`config.mk`:
```
export PLATFORM = sky130hd
export DESIGN_NAME = uart_tx_stim
export DESIGN_NICKNAME = d
export VERILOG_FILES = /design/src/rtl/uart_pkg.sv /design/src/rtl/uart_tx_fifo.sv /design/src/rtl/uart_tx_stim.sv
export SDC_FILE = /design/constraint.sdc
export NUM_CORES = 1
export LEC_CHECK = 0
export BUFFER_PORTS_ARGS = -buffer_cell sky130_fd_sc_hd__buf_2
export CAP_MARGIN = 25
export CORE_MARGIN = 2
export CORE_UTILIZATION = 67
export DETAILED_ROUTE_END_ITERATION = 6
export PLACE_DENSITY_LB_ADDON = 0.05
export SLEW_MARGIN = 20
export SYNTH_ARGS = -nofsm -noshare
export SYNTH_HDL_FRONTEND = slang
export SYNTH_SLANG_ARGS = --single-unit
```
`constraint.sdc`:
```
create_clock -name soc_clk -period 4.6 [get_ports soc_clk]
set_input_delay 1.38 -clock soc_clk [delete_from_list [all_inputs] [get_ports soc_clk]]
set_output_delay 1.38 -clock soc_clk [all_outputs]
set_load 0.01 [all_outputs]
```
`src/rtl/uart_pkg.sv`:
```
// ============================================================================
//  Module      : uart_pkg
//  Description : Shared types and constants for the buffered UART transmitter.
//                Holds the transmitter FSM state encoding and the data width.
//  Ports       : none (package)
//  Revision    : 1.0  initial release
// ============================================================================
`default_nettype none

package uart_pkg;

  // Transmitter frame phases; width fixed at 2 bits so the encoding is explicit.
  typedef enum logic [1:0] {
    IDLE  = 2'd0,
    START = 2'd1,
    DATA  = 2'd2,
    STOP  = 2'd3
  } uart_tx_state_e;

  localparam int UART_DATA_BITS = 8;

endpackage : uart_pkg

`default_nettype wire

```
`src/rtl/uart_tx_fifo.sv`:
```
// ============================================================================
//  Module      : uart_tx_fifo
//  Description : Synchronous byte FIFO with registered occupancy count and
//                show-ahead read (rdata always presents the oldest entry).
//  Ports       : soc_clk    - clock, all logic on posedge
//                soc_areset - asynchronous active-high reset (flushes FIFO)
//                push/wdata - write strobe and data (ignored when full)
//                pop        - read strobe (ignored when empty)
//                rdata      - oldest entry, valid whenever empty=0
//                count      - number of stored entries
//                full/empty - occupancy flags derived from count
//  Revision    : 1.0  initial release
// ============================================================================
`default_nettype none

module uart_tx_fifo #(
  parameter int FIFO_DEPTH = 16,
  parameter int DATA_WIDTH = 8
) (
  input  logic                          soc_clk,
  input  logic                          soc_areset,
  input  logic                          push,
  input  logic [DATA_WIDTH-1:0]         wdata,
  input  logic                          pop,
  output logic [DATA_WIDTH-1:0]         rdata,
  output logic [$clog2(FIFO_DEPTH):0]   count,
  output logic                          full,
  output logic                          empty
);

  localparam int AW = $clog2(FIFO_DEPTH);
  localparam logic [AW:0]   CNT_ONE  = (AW+1)'(1);
  localparam logic [AW:0]   CNT_FULL = (AW+1)'(FIFO_DEPTH);
  localparam logic [AW-1:0] PTR_ONE  = AW'(1);

  logic [DATA_WIDTH-1:0] mem_q [FIFO_DEPTH];
  logic [AW-1:0]         wr_ptr_q;
  logic [AW-1:0]         rd_ptr_q;
  logic [AW:0]           count_q;
  logic [AW:0]           count_d;
  logic                  push_ok;
  logic                  pop_ok;

  assign full    = (count_q == CNT_FULL);
  assign empty   = (count_q == '0);
  assign push_ok = push & ~full;
  assign pop_ok  = pop & ~empty;
  assign rdata   = mem_q[rd_ptr_q];
  assign count   = count_q;

  // A simultaneous push and pop leaves the count unchanged.
  always_comb begin
    count_d = count_q;
    case ({push_ok, pop_ok})
      2'b10:   count_d = count_q + CNT_ONE;
      2'b01:   count_d = count_q - CNT_ONE;
      default: count_d = count_q;
    endcase
  end

  always_ff @(posedge soc_clk or posedge soc_areset) begin
    if (soc_areset) begin
      wr_ptr_q <= '0;
      rd_ptr_q <= '0;
      count_q  <= '0;
    end else begin
      count_q <= count_d;
      if (push_ok) wr_ptr_q <= wr_ptr_q + PTR_ONE;
      if (pop_ok)  rd_ptr_q <= rd_ptr_q + PTR_ONE;
    end
  end

  // Storage needs no reset: the pointers and count define what is valid.
  always_ff @(posedge soc_clk) begin
    if (push_ok) mem_q[wr_ptr_q] <= wdata;
  end

endmodule : uart_tx_fifo

`default_nettype wire

```
`src/rtl/uart_tx_stim.sv`:
```
// ============================================================================
//  Module      : uart_tx_stim
//  Description : Buffered 8N1/8N2 UART transmitter. Bytes accepted on a
//                valid/ready port are queued and sent LSB-first on tx.
//  Ports       : soc_clk    - clock, all logic on posedge
//                soc_areset - asynchronous active-high reset
//                in_valid   - byte offered
//                in_data    - byte to send (sampled only on transfer)
//                in_ready   - FIFO can accept a byte
//                tx         - registered serial line, idle high
//                busy       - frame in progress or FIFO non-empty
//                fifo_count - bytes queued, excluding the frame in flight
//  Revision    : 1.0  initial release
// ============================================================================
`default_nettype none

module uart_tx_stim #(
  parameter int CLKS_PER_BIT = 868,
  parameter int FIFO_DEPTH   = 16,
  parameter int STOP_BITS    = 1
) (
  input  logic                          soc_clk,
  input  logic                          soc_areset,
  input  logic                          in_valid,
  input  logic [7:0]                    in_data,
  output logic                          in_ready,
  output logic                          tx,
  output logic                          busy,
  output logic [$clog2(FIFO_DEPTH):0]   fifo_count
);

  import uart_pkg::*;

  localparam int              BAUD_W    = $clog2(CLKS_PER_BIT);
  localparam logic [BAUD_W-1:0] BAUD_LAST = BAUD_W'(CLKS_PER_BIT - 1);
  localparam logic [BAUD_W-1:0] BAUD_ONE  = BAUD_W'(1);
  localparam logic [2:0]      BIT_LAST  = 3'(UART_DATA_BITS - 1);
  localparam logic            STOP_LAST = 1'(STOP_BITS - 1);

  uart_tx_state_e    state_q;
  uart_tx_state_e    state_d;
  logic [BAUD_W-1:0] baud_q;
  logic [BAUD_W-1:0] baud_d;
  logic [2:0]        bit_q;
  logic [2:0]        bit_d;
  logic              stop_q;
  logic              stop_d;
  logic [7:0]        shreg_q;
  logic [7:0]        shreg_d;
  logic              tx_q;
  logic              tx_d;
  logic              ready_en_q;

  logic              fifo_push;
  logic              fifo_pop;
  logic [7:0]        fifo_rdata;
  logic              fifo_full;
  logic              fifo_empty;
  logic              baud_done;

  uart_tx_fifo #(
    .FIFO_DEPTH (FIFO_DEPTH),
    .DATA_WIDTH (UART_DATA_BITS)
  ) u_fifo (
    .soc_clk    (soc_clk),
    .soc_areset (soc_areset),
    .push       (fifo_push),
    .wdata      (in_data),
    .pop        (fifo_pop),
    .rdata      (fifo_rdata),
    .count      (fifo_count),
    .full       (fifo_full),
    .empty      (fifo_empty)
  );

  // ready_en_q holds in_ready low through reset and for no longer than the
  // first edge after release. No bypass: a pop does not open a full FIFO.
  assign in_ready  = ready_en_q & ~fifo_full;
  assign fifo_push = in_valid & in_ready;
  assign baud_done = (baud_q == BAUD_LAST);
  assign tx        = tx_q;

  // State register and datapath registers.
  always_ff @(posedge soc_clk or posedge soc_areset) begin
    if (soc_areset) begin
      state_q    <= IDLE;
      baud_q     <= '0;
      bit_q      <= '0;
      stop_q     <= 1'b0;
      shreg_q    <= '0;
      tx_q       <= 1'b1;
      ready_en_q <= 1'b0;
    end else begin
      state_q    <= state_d;
      baud_q     <= baud_d;
      bit_q      <= bit_d;
      stop_q     <= stop_d;
      shreg_q    <= shreg_d;
      tx_q       <= tx_d;
      ready_en_q <= 1'b1;
    end
  end

  // Next-state logic.
  always_comb begin
    state_d = state_q;
    case (state_q)
      IDLE:    if (!fifo_empty) state_d = START;
      START:   if (baud_done) state_d = DATA;
      DATA:    if (baud_done && (bit_q == BIT_LAST)) state_d = STOP;
      STOP:    if (baud_done && (stop_q == STOP_LAST))
                 state_d = fifo_empty ? IDLE : START;
      default: state_d = IDLE;
    endcase
  end

  // Output and datapath logic. tx_d is the line level for the next bit
  // period, so every phase change registers its new level at the same edge.
  always_comb begin
    fifo_pop = 1'b0;
    baud_d   = baud_q + BAUD_ONE;
    bit_d    = bit_q;
    stop_d   = stop_q;
    shreg_d  = shreg_q;
    tx_d     = tx_q;
    case (state_q)
      IDLE: begin
        baud_d = '0;
        tx_d   = 1'b1;
        if (!fifo_empty) begin
          fifo_pop = 1'b1;
          shreg_d  = fifo_rdata;
          tx_d     = 1'b0;
        end
      end
      START: begin
        if (baud_done) begin
          baud_d = '0;
          bit_d  = '0;
          tx_d   = shreg_q[0];
        end
      end
      DATA: begin
        if (baud_done) begin
          baud_d = '0;
          if (bit_q == BIT_LAST) begin
            stop_d = 1'b0;
            tx_d   = 1'b1;
          end else begin
            // shreg_q[1] is the bit that lands in shreg_q[0] after the shift.
            shreg_d = shreg_q >> 1;
            tx_d    = shreg_q[1];
            bit_d   = bit_q + 3'd1;
          end
        end
      end
      STOP: begin
        if (baud_done) begin
          baud_d = '0;
          if (stop_q == STOP_LAST) begin
            // Chain straight into the next start bit when data is waiting.
            if (!fifo_empty) begin
              fifo_pop = 1'b1;
              shreg_d  = fifo_rdata;
              tx_d     = 1'b0;
            end
          end else begin
            stop_d = stop_q + 1'b1;
          end
        end
      end
      default: begin
        baud_d = '0;
        tx_d   = 1'b1;
      end
    endcase
  end

  assign busy = (state_q != IDLE) | (fifo_count != '0);

endmodule : uart_tx_stim

`default_nettype wire

```
======== After elaboration in Yosys (flattened, before gate mapping) ========
Memories as Yosys holds them, arrays and structs flattened.
Index checks and enable logic that the tools add are counted.
storage, ports and cells
  memory bits (writable) .................. 128
  output and inout port bits .............. 8
  register bits after elaboration ......... 39
  memories kept ........................... 1
  input port bits ......................... 11
operators by class
  reduce and logical (&&, ||, !) cells .... 16
  eq/ne operators ......................... 18
  bitwise logic cells ..................... 8
  $add $sub $neg .......................... 7
  mux-type cells .......................... 38
memory list
  name          words  width  rd ports  clocked after memory_dff  wr ports  RTL line            RTL
  u_fifo.mem_q  16     8      1         0                         1         uart_tx_fifo.sv:36  logic [DATA_WIDTH-1:0] mem_q [FIFO_DEPTH];
operators with widths
  cell                                                                 number
  8-bit 2-to-1 mux                                                     5
  8-bit case mux with 3 select lines                                   1
  2-bit inequality test (second input constant)                        10
  10-bit case mux with 2 select lines                                  1
  1-bit 2-to-1 mux                                                     17
  4-bit AND reduction                                                  3
  10-bit by 1-bit adder with 10-bit output (second input constant)     1
  10-bit equality test (second input constant)                         1
  10-bit 2-to-1 mux                                                    1
  5-bit case mux with 2 select lines                                   1
  5-bit AND reduction                                                  2
  3-bit 2-to-1 mux                                                     3
  4-bit by 1-bit adder with 4-bit output (second input constant)       2
  2-bit 2-to-1 mux                                                     4
  2-bit case mux with 4 select lines                                   1
  2-bit nonzero test                                                   4
  2-bit equality test (second input constant)                          3
  3-bit case mux with 2 select lines                                   1
  5-bit by 1-bit adder with 5-bit output (second input constant)       1
  5-bit equality test (second input constant)                          1
  5-bit logical NOT                                                    1
  5-bit nonzero test                                                   1
  5-bit by 1-bit subtractor with 5-bit output (second input constant)  1
  1-bit AND                                                            4
  other kinds (12)                                                     17

======== Logic depth before layout (Yosys ltp) ========
Gate-level depths: netlist of the first run.
  depth in word-level cells ............... 8
  gate-level depth with buffers ........... 12

======== Modules after synthesis ========
Synthesis of the first run repeated with hierarchy kept, for this count alone.
unflattened totals
  cell total of the unflattened synthesis .. 462
  area, all modules ....................... 7130.6 um^2
modules (own cells, without submodules)
  module        cells each  area an instance (um^2)  times used
  uart_tx_fifo  320         5738.0                   1
  uart_tx_stim  142         1392.6                   1

======== Least setup slack after synthesis of the first run ========
Ideal clock, no wire load.
  kind .................................... input port to flip-flop
  start point ............................. input port in_valid
  end point ............................... register u_fifo.count_q[4], in the netlist u_fifo.count[4]
  stages on the path ...................... 10
  library setup time ...................... 0.128 ns
  path slack .............................. 1.344 ns
  data arrival time ....................... 3.128 ns
  path through ............................ and2_1 -> clkbuf_1 -> inv_1 -> ha_1 -> fa_1 -> a21o_1 -> a21oi_1 -> xor2_1 -> nor2_1 -> xor2_1
on the way
  longest elaborated chain between the ends .. 4
RTL lines
  item                                                                                          RTL line            RTL
  start, declared                                                                               uart_tx_stim.sv:24  input logic in_valid,
  1-bit AND (*)                                                                                 uart_tx_stim.sv:79  assign fifo_push = in_valid & in_ready;
  1-bit AND (*)                                                                                 uart_tx_fifo.sv:46  assign push_ok = push & ~full;
  2-bit by 1-bit equality test with 1-bit output / 2-bit equality test (equally long branches)  uart_tx_fifo.sv:54  case ({push_ok, pop_ok})
  5-bit case mux with 2 select lines / 2-bit nonzero test (equally long branches)               -
  end signal, assigned                                                                          uart_tx_fifo.sv:67  count_q <= count_d;
  end, declared                                                                                 uart_tx_fifo.sv:39  logic [AW:0] count_q;
Every way passes the cells marked *; elsewhere a longest branch is shown, timed or not.
A chain may end at the register's enable or synchronous reset.

======== Worst setup path after layout of the first run ========
  start point ............................. register u_fifo.count_q[0], in the netlist u_fifo.count[0]
  end point ............................... output port busy
on the way
  longest elaborated chain between the ends .. 2
RTL lines
  item                RTL line             RTL
  5-bit nonzero test  uart_tx_stim.sv:179  assign busy = (state_q != IDLE) | (fifo_count != '0);
  1-bit OR            uart_tx_stim.sv:179
  end, declared       uart_tx_stim.sv:28   output logic busy,
No other way between the ends.

==> flow_summary.ini, run 1 <==
[run_status]
status = finished, final reports clean

[logic_synthesis]
yosysTopAreaCellShare_pct = 53.86
synth_cell_types = 51
synthCells = 490
yosys_warnings = 0
synth_area_leaders = edfxtp_1 (54%), dfrtp_1 (13%), mux2i_1 (9.0%)
yosysMostFrequentCell = edfxtp_1
synth_area_um2 = 7137
syn_area_per_cell_um2 = 14.56
yosysTopAreaCell = edfxtp_1
ys_seq_elements = 166
ys.flop_type = edfxtp_1
synth.net_count = 518
ys_top_cells_by_count = edfxtp_1 (128), mux2i_1 (64), dfrtp_1 (37)
synth_edf_count = 128
yosysSeqAreaShare_pct = 67.20
synth-async-reset-ratio_pct = 22.89

[drt]
ant_nets = 0
vias = 4107
wl_per_cell_um = 21.38
drtIter0Drc = 354
wl_um = 14110
drc_errors = 0
via_per_inst = 6.223
first_pass_iters = 5

[power_and_ir_drop]
power_frac_comb_pct = 31.8
p_seq_share_pct = 41.5
p_per_area_nw_per_um2 = 632.9
switching_power_mw = 1.724
p_leak_nw = 2.987
irDropWorstVdd_v = 0.0005798
clockPowerShare_pct = 26.8
switching_share_pct = 34.48
intPower_mw = 3.276

[cts]
clk_pin_slew_ps = 60
cts_num_sinks = 166
cts-hold-fix-buffers = 0
cts_resized = 0
cts_max_level = 4
post_cts_buffers = 0
clkLatencyLatePin_ps = 540
cts_tree = yes
clock-root-buffer = clkbuf_8
cts_buffers = 17
clockBufferDepth = 2

[layout]
drive_gt1_share_pct = 12.40
num-fill-cells = 600
final_nets = 539
fin_util_pct = 76.54
final_cells = 660
antenna_cells = 0
area_delta_synth_final_pct = 10.71

[floorplanning]
dieWidth_um = 107.2
dieHeight_um = 107.2
row_count = 37
ioPinCount = 19
dieArea_um2 = 11490
core_area_um2 = 10320
start_util_pct = 69.13

[place]
placed_cells = 628
numPortBuffers = 18
dp_hpwl_um = 9221
dp_slack_ps = 1215
gp_congestion = 0.8677

[worst_setup_path]
regToRegStartpoint = u_fifo.count[0]
critical_path.startpoint = u_fifo.count[0]
arrival_ps = 2110
crit_family = simple AND/OR/NAND/NOR gates
critPathLaunchType = register
worstSetupPathType = register to primary output
critPathMaxStageDelay_ps = 550
worstPathCellList = nor4_1 -> and2b_1 -> nand2_1 -> buf_2
required_ps = 3220
path_buf_inv = 1
cp_max_fo = 5
cp-end-kind = primary output
crit_slowest_cell = nor4_1

[timing]
drv_slew = 0
hold_viol = 0
fin_crit_ps = 3492
grt_setup_unrepaired = no
finClkSkew_ps = 9.688
period_share_pct = 75.91
setup_viol = 0
relSlewSlack_pct = 31.59
finalWorstSetupSlack_ps = 1108
max_freq_mhz = 286.4
fin_setup_tns_ps = 0
tightest_slew_ps = 1026

[global_route]
grt-ovfl-total = 0
grt_use_total_pct = 26.97
grt_pass1_wl_um = 22080
grt_pass1_vias = 4045
grt_max_degree = 33
antenna_found_initial = 0

[job]
max_cap_viol_count = 0

[min_path]
hp-start = shreg_q[4]
hold_path.class = register to register
[worst paths after layout]
path / to / slack, ps / cells past startpoint
worst max-delay path: busy / 1110 / 4
worst min-delay path: shreg_q[4] / 490 / 1
worst max register to register: u_fifo.count[4] / 1540 / 10
worst min register to register: shreg_q[4] / 490 / 1
max in group asynchronous: tx / 3100 / 3
min in group asynchronous: ready_en_q / 770 / 2
[worst register-to-register path: stages, from the launching register on]
cell and delay (ps):
dfrtp_1 440, nor4_1 550, and2b_1 350, nor3_2 130
ha_1 310, fa_1 430, a21o_1 200, a21oi_1 180
xor2_1 160, nor2_1 60, xor2_1 140
[cell usage in the layout, fill, tap and decap left out, types with 7 or more instances in the layout]
cell and instances:
edfxtp_1 128, mux2i_1 64, dfrtp_1 36, nand2_1 27, a22oi_1 19, nand3_1 19
and2_1 19, buf_2 18, nor2_1 17, a21oi_1 17, o21ai_0 17, ha_1 16
clkbuf_16 16, xnor2_1 11, nand4_1 10, inv_1 8, xor2_1 8, o21a_1 7
[final cells by class]
type	instances	area [um^2]	area share (%)
multi-input combinational	297	2233	28.27
tap	136	170.2	2.154
sequential	166	4797	60.71
timing repair buffer	21	112.6	1.425
clock inverter	11	128.9	1.631
inverter	8	30.03	0.3800
clock buffer	21	429.2	5.432
[kinds of logic after synthesis]
kind of cell / after synthesis / synth area share, %
flops: 166 / 67.20
simple gates: 119 / 9.204
compound gates: 73 / 6.960
mux: 68 / 9.660
buf+inv: 27 / 1.508
xor+xnor: 19 / 2.332
fa+ha+maj: 17 / 3.086
other cells: 1 / 0.05254
[metrics by stage]
step	cell area [um^2]	total power, mW	hold WS (ps)
detailed placement	7343	3.662	477.4
global placement	7343	3.586	469.2
CTS	7901	5.004	489.7
floorplan	7137	3.209	455.2
global route	7901	5.262	509.9
finish	7901	5.001	489.9
[registers in the layout, summed over array words and instances, names as in the netlist]
signal / flops
u_fifo.rd_ptr_q: 4
ready_en_q: 1
tx: 1
u_fifo.mem_q: 128
u_fifo.wr_ptr_q: 4
u_fifo.count: 5
shreg_q: 8
state_q: 2
baud_q: 10
bit_q: 3
[layer usage]
metal | vias up | GRT usage [%] | wire, um
li1 | 1879 | - | -
met1 | 2081 | 37.04 | 6193
met2 | 122 | 41.91 | 6961
met3 | 25 | 7.842 | 710
met4 | 0 | 8.998 | 245
met5 | - | 0 | 0
[power groups by stage]
| stage | Clock, mW | Sequential [mW] | Combinational, mW |
|---|---|---|---|
| floorplan | 0 | 1.95 | 1.25 |
| global placement | 0 | 2.09 | 1.50 |
| detailed placement | 0 | 2.10 | 1.56 |
| CTS | 1.35 | 2.07 | 1.58 |
| global route | 1.42 | 2.10 | 1.74 |
| finish | 1.34 | 2.07 | 1.59 |
No activity file was read; power rests on OpenSTA's default activity.
==> run 2: changes to the inputs <==
- ABC_AREA: unset -> 1
- CORE_UTILIZATION: 67 -> 56
- clock period: 4.6 -> 3.2 ns (I/O delays scaled with it)
==> flow_summary.ini, run 2 <==
[run_status]
status = finished, final reports clean

[logic_synthesis]
synth_edf_count = 128
yosysSeqAreaShare_pct = 63.67
synth_area_leaders = edfxtp_1 (51%), dfrtp_1 (12%), nand2_1 (11%)
synth_cell_types = 39
ys.flop_type = edfxtp_1
yosysTopAreaCell = edfxtp_1
synth-async-reset-ratio_pct = 22.89
yosys_warnings = 0
ys_seq_elements = 166
ys_top_cells_by_count = nand2_1 (223), edfxtp_1 (128), nand3_1 (89)
yosysTopAreaCellShare_pct = 51.03
synth_area_um2 = 7532
synth.net_count = 776
yosysMostFrequentCell = nand2_1
syn_area_per_cell_um2 = 10.07
synthCells = 748

[worst_setup_path]
critPathLaunchType = register
cp-end-kind = register
required_ps = 3530
reg2regPathDepth = 15
crit_slowest_cell = dfrtp_1
critPathMaxStageDelay_ps = 420
arrival_ps = 3230
cp_max_fo = 9
worstPathCellList = ha_1 -> inv_1 -> nor2_2 -> nand4_4 -> nand2_1 -> nand2_4 -> clkinv_2 -> ha_1 -> fa_1 -> nand2_1 -> nand2_1 -> a21oi_1 -> xor2_1 -> nand2_1 -> o21ai_0
critPathMostFrequentCell = nand2_1
worstSetupPathType = register to register

[floorplanning]
dieArea_um2 = 14390
row_count = 42
start_util_pct = 57.10
dieHeight_um = 120.0
dieWidth_um = 120.0
ioPinCount = 19
core_area_um2 = 13190

[layout]
drive_gt1_share_pct = 10.45
registers.top_by_ff_count = u_fifo.mem_q
area_delta_synth_final_pct = 12.38
multiInputGateArea_um2 = 2260
final_cell_mix = nand2_1 (223), edfxtp_1 (128), nand3_1 (89)
antenna_cells = 0
register_area_um2 = 4797
final_nets = 809
layout_commonest_cell = nand2_1
reg.largest.list = u_fifo.mem_q: 128 flops, baud_q: 10 flops, shreg_q: 8 flops
num-fill-cells = 1079
largest_register_ffs = 128

[timing]
tightest_slew_ps = 773.5
fin_setup_tns_ps = 0
relSlewSlack_pct = 48.36
hold_viol = 0
finalWorstSetupSlack_ps = 305.8
fin_crit_ps = 2894
drv_slew = 0
period_share_pct = 90.44
max_freq_mhz = 345.5
finClkSkew_ps = 5.894
grt_setup_unrepaired = no
setup_viol = 0

[global_route]
grt_pass1_vias = 4936
grt-ovfl-total = 0
antenna_found_initial = 0
grt_use_total_pct = 24.03
grt_pass1_wl_um = 25680
grt_max_degree = 49

[drt]
vias = 5168
highest_layer = met4
wl_per_cell_um = 16.74
wl_um = 16240
via_per_inst = 5.328
drc_errors = 0
wirelength_met1_um = 7275
ant_nets = 0
drtIter0Drc = 448
wl_met3_um = 827
first_pass_iters = 5
met2WireLength_um = 7783

[power_and_ir_drop]
p_leak_nw = 3.708
p_per_area_nw_per_um2 = 860.1
p_total_mw = 7.280
irDropWorstVdd_v = 0.0004913

[place]
numPortBuffers = 18
gp_congestion = 0.8209
dp_hpwl_um = 9967
dp_slack_ps = 313.8

[cts]
clock-root-buffer = clkbuf_16
cts-hold-fix-buffers = 0
cts_buffers = 17
cts_resized = 0
post_cts_buffers = 0
cts_num_sinks = 166
cts_tree = yes
clockBufferDepth = 2
clkLatencyLatePin_ps = 420
clk_pin_slew_ps = 60
cts_max_level = 4

[min_path]
whs_path_depth = 2
hold_path.class = register to register

[job]
max_cap_viol_count = 0
## run 2: metrics by stage
stage	utilization [%]	hold slack [ps]	cells	area [um^2]
floorplan	-	449.2	748	7532
global placement	59.73	451.3	938	7879
detailed placement	59.73	461.1	938	7879
CTS	64.17	469.1	970	8464
global route	64.17	496.9	970	8464
finish	64.17	465.0	970	8464
## run 2: cell type report
cell class	instances	area share (%)
well taps	176	2.602
repair buffers	41	3.104
multi-input cells	465	26.70
clock buffers	17	5.026
clock inverters	15	1.892
inverters	90	4.006
flip-flops and latches	166	56.67
## run 2: report_power, final
part	leakage (nW)	total (mW)	internal (mW)	switching, mW
clock network	0.279	2.01	1.21	0.795
logic	1.80	2.51	0.793	1.71
registers	1.63	2.77	2.58	0.181
total	3.71	7.28	4.59	2.69
## run 2: path summary, 6_finish.rpt
kind / end / slack (ps) / start
worst max-delay path: u_fifo.count[4] / 310 / baud_q[0]
worst min-delay path: tx / 470 / tx
worst max register to register: u_fifo.count[4] / 310 / baud_q[0]
worst min register to register: tx / 470 / tx
max in group asynchronous: u_fifo.rd_ptr_q[0] / 2150 / soc_areset
min in group asynchronous: u_fifo.wr_ptr_q[0] / 650 / soc_areset
## run 2: layer usage
metal / GRT usage, % / up-vias
li1: - / 2524
met1: 32.11 / 2464
met2: 38.32 / 153
met3: 5.228 / 27
met4: 10.15 / 0
met5: 0 / -
## run 2: cell families (layout without fill, tap and decap cells)
| group | count (synthesis) | in the layout | share of synthesized area, % |
|---|---|---|---|
| compound gates | 45 | 45 | 3.655 |
| xor+xnor | 13 | 13 | 1.512 |
| fa+ha+maj | 17 | 17 | 2.924 |
| buf+inv | 117 | 163 | 6.329 |
| flops | 166 | 166 | 63.67 |
| other cells | 1 | 1 | 0.04979 |
| simple gates | 389 | 389 | 21.86 |
## run 2: critical path: cells and delay by family, from the launching register on
family | cells | cell delay [ps]
AO/OA/AOI/OAI | 2 | 230
flip-flops | 1 | 420
AND/OR/NAND/NOR | 7 | 850
XOR/XNOR | 1 | 170
buffers and inverters | 2 | 170
adder cells (fa/ha/maj) | 3 | 970
==> run 3: changes to the inputs <==
- CORE_UTILIZATION: 56 -> 41
- clock period: 3.2 -> 2.4 ns (I/O delays scaled with it)
==> flow_summary.ini, run 3 (synthesis results as in run 2) <==
[floorplanning]
start_util_pct = 41.79
row_count = 49
dieHeight_um = 139.5
core_area_um2 = 18020
dieArea_um2 = 19470
ioPinCount = 19
dieWidth_um = 139.5

[timing]
fin_setup_tns_ps = 0
relSlewSlack_pct = 54.41
whs_ps = 328.5
grt_setup_unrepaired = yes
drv_slew = 0
setup_viol = 0
max_freq_mhz = 434.9
finClkSkew_ps = 10.99
period_share_pct = 95.81
hold_viol = 0
fin_crit_ps = 2299
tightest_slew_ps = 683.1

[global_route]
grt_pass1_wl_um = 28320
grt_max_degree = 38
grt_pass1_vias = 5066
grt_use_total_pct = 19.08
grt-ovfl-total = 0
antenna_found_initial = 0

[layout]
reg.largest.list = u_fifo.mem_q: 128 flops, baud_q: 10 flops, shreg_q: 8 flops
num-fill-cells = 1700
final_cells = 1043
largest_register_ffs = 128
fin_util_pct = 48.58
final_nets = 829
area_delta_synth_final_pct = 16.25
registers.top_by_ff_count = u_fifo.mem_q
antenna_cells = 0
final_cell_mix = nand2_1 (221), edfxtp_1 (128), nand3_1 (89)
drive_gt1_share_pct = 14.13
layout_commonest_cell = nand2_1

[place]
placed_cells = 1005
numPortBuffers = 18
gp_congestion = 0.8169
dp_hpwl_um = 11130

[drt]
vias = 5143
drtIter0Drc = 395
ant_nets = 0
drc_errors = 0
wl_per_cell_um = 16.74
via_per_inst = 4.931
wl_um = 17460
first_pass_iters = 4

[worst_setup_path]
required_ps = 2760
arrival_ps = 2650
cp_max_fo = 5
critPathLaunchType = register
cp-end-kind = register
worstSetupPathType = register to register
crit_slowest_cell = dfrtp_1
critPathMaxStageDelay_ps = 390
path_buf_inv = 4
crit_family = adder cells
worstPathCellList = inv_2 -> ha_2 -> inv_1 -> o211ai_1 -> inv_1 -> nand2_4 -> inv_4 -> ha_4 -> fa_2 -> nand2_2 -> nand2_1 -> a21oi_2 -> xor2_1 -> nand2_1 -> o21ai_0

[power_and_ir_drop]
p_leak_nw = 3.822
irDropWorstVdd_v = 0.0006385
p_total_mw = 10.18
p_per_area_nw_per_um2 = 1163

[cts]
cts_buffers = 17
clock-root-buffer = clkbuf_16
cts_max_level = 4
clk_pin_slew_ps = 60
clkLatencyLatePin_ps = 430
cts_num_sinks = 166
clockBufferDepth = 2
cts_tree = yes
cts-hold-fix-buffers = 0

[job]
max_cap_viol_count = 0

[run_status]
status = finished, final reports clean

[min_path]
hold_path.class = primary input to asynchronous set/reset pin
[run 3: cell count changes in the layout (fill, tap and decap cells not counted), sizes merged]
| cell | previous run | this run |
|---|---|---|
| clkinvlp | 3 | 2 |
| inv | 89 | 92 |
| buf | 41 | 61 |
| bufinv | 3 | 4 |
| clkbuf | 17 | 18 |
| clkinv | 10 | 6 |
[run 3: power by group]
part / total (mW) / switching [mW] / internal (mW)
clock network: 2.90 / 1.15 / 1.75
registers: 3.66 / 0.210 / 3.45
logic: 3.62 / 2.37 / 1.25
total: 10.2 / 3.73 / 6.45
[run 3: through the flow]
stage | setup slack, ps | instance area (um^2)
after floorplan | 0.7441 | 7538
after global placement | 62.59 | 8055
after detailed placement | -15.61 | 8055
after CTS | 14.89 | 8708
after global routing | -60.73 | 8756
final | 100.6 | 8756
[run 3: final timing paths]
kind	start	end	slack (ps)	depth (start not counted)
hold reg to reg	tx	tx	480	2
setup / recovery	state_q[0]	u_fifo.count[4]	100	15
min in group soc_clk	tx	tx	480	2
hold / removal	soc_areset	u_fifo.count[0]	330	2
max in group asynchronous	soc_areset	baud_q[2]	1470	3
setup reg to reg	state_q[0]	u_fifo.count[4]	100	15
[run 3: what timing repair did]
action / 4_1_cts / 5_1_grt
buffers inserted: 2 / 4
endpoints found under the hold margin: 0 / 0
pin swaps: 0 / 3
endpoints found under the setup margin: 1 / 4
gates resized for setup: 1 / 10
[run 3: per-layer routing]
layer	part of all wire [%]	vias to the layer above	global-route usage [%]
li1	-	2572	-
met1	48	2470	26.72
met2	48	83	30.73
met3	3.0	18	3.613
met4	1.4	0	5.263
met5	0	-	0
[run 3: final cells by class]
type                       instances  area [um^2]  share of cell area [%]
clock buffer                      18        429.2                   4.901
clock inverter                    14        198.9                   2.272
inverter                          90        340.3                   3.887
multi-input combinational        465         2291                   26.16
sequential                       166         4797                   54.79
tap                              229        286.5                   3.272
timing repair buffer              61        412.9                   4.716
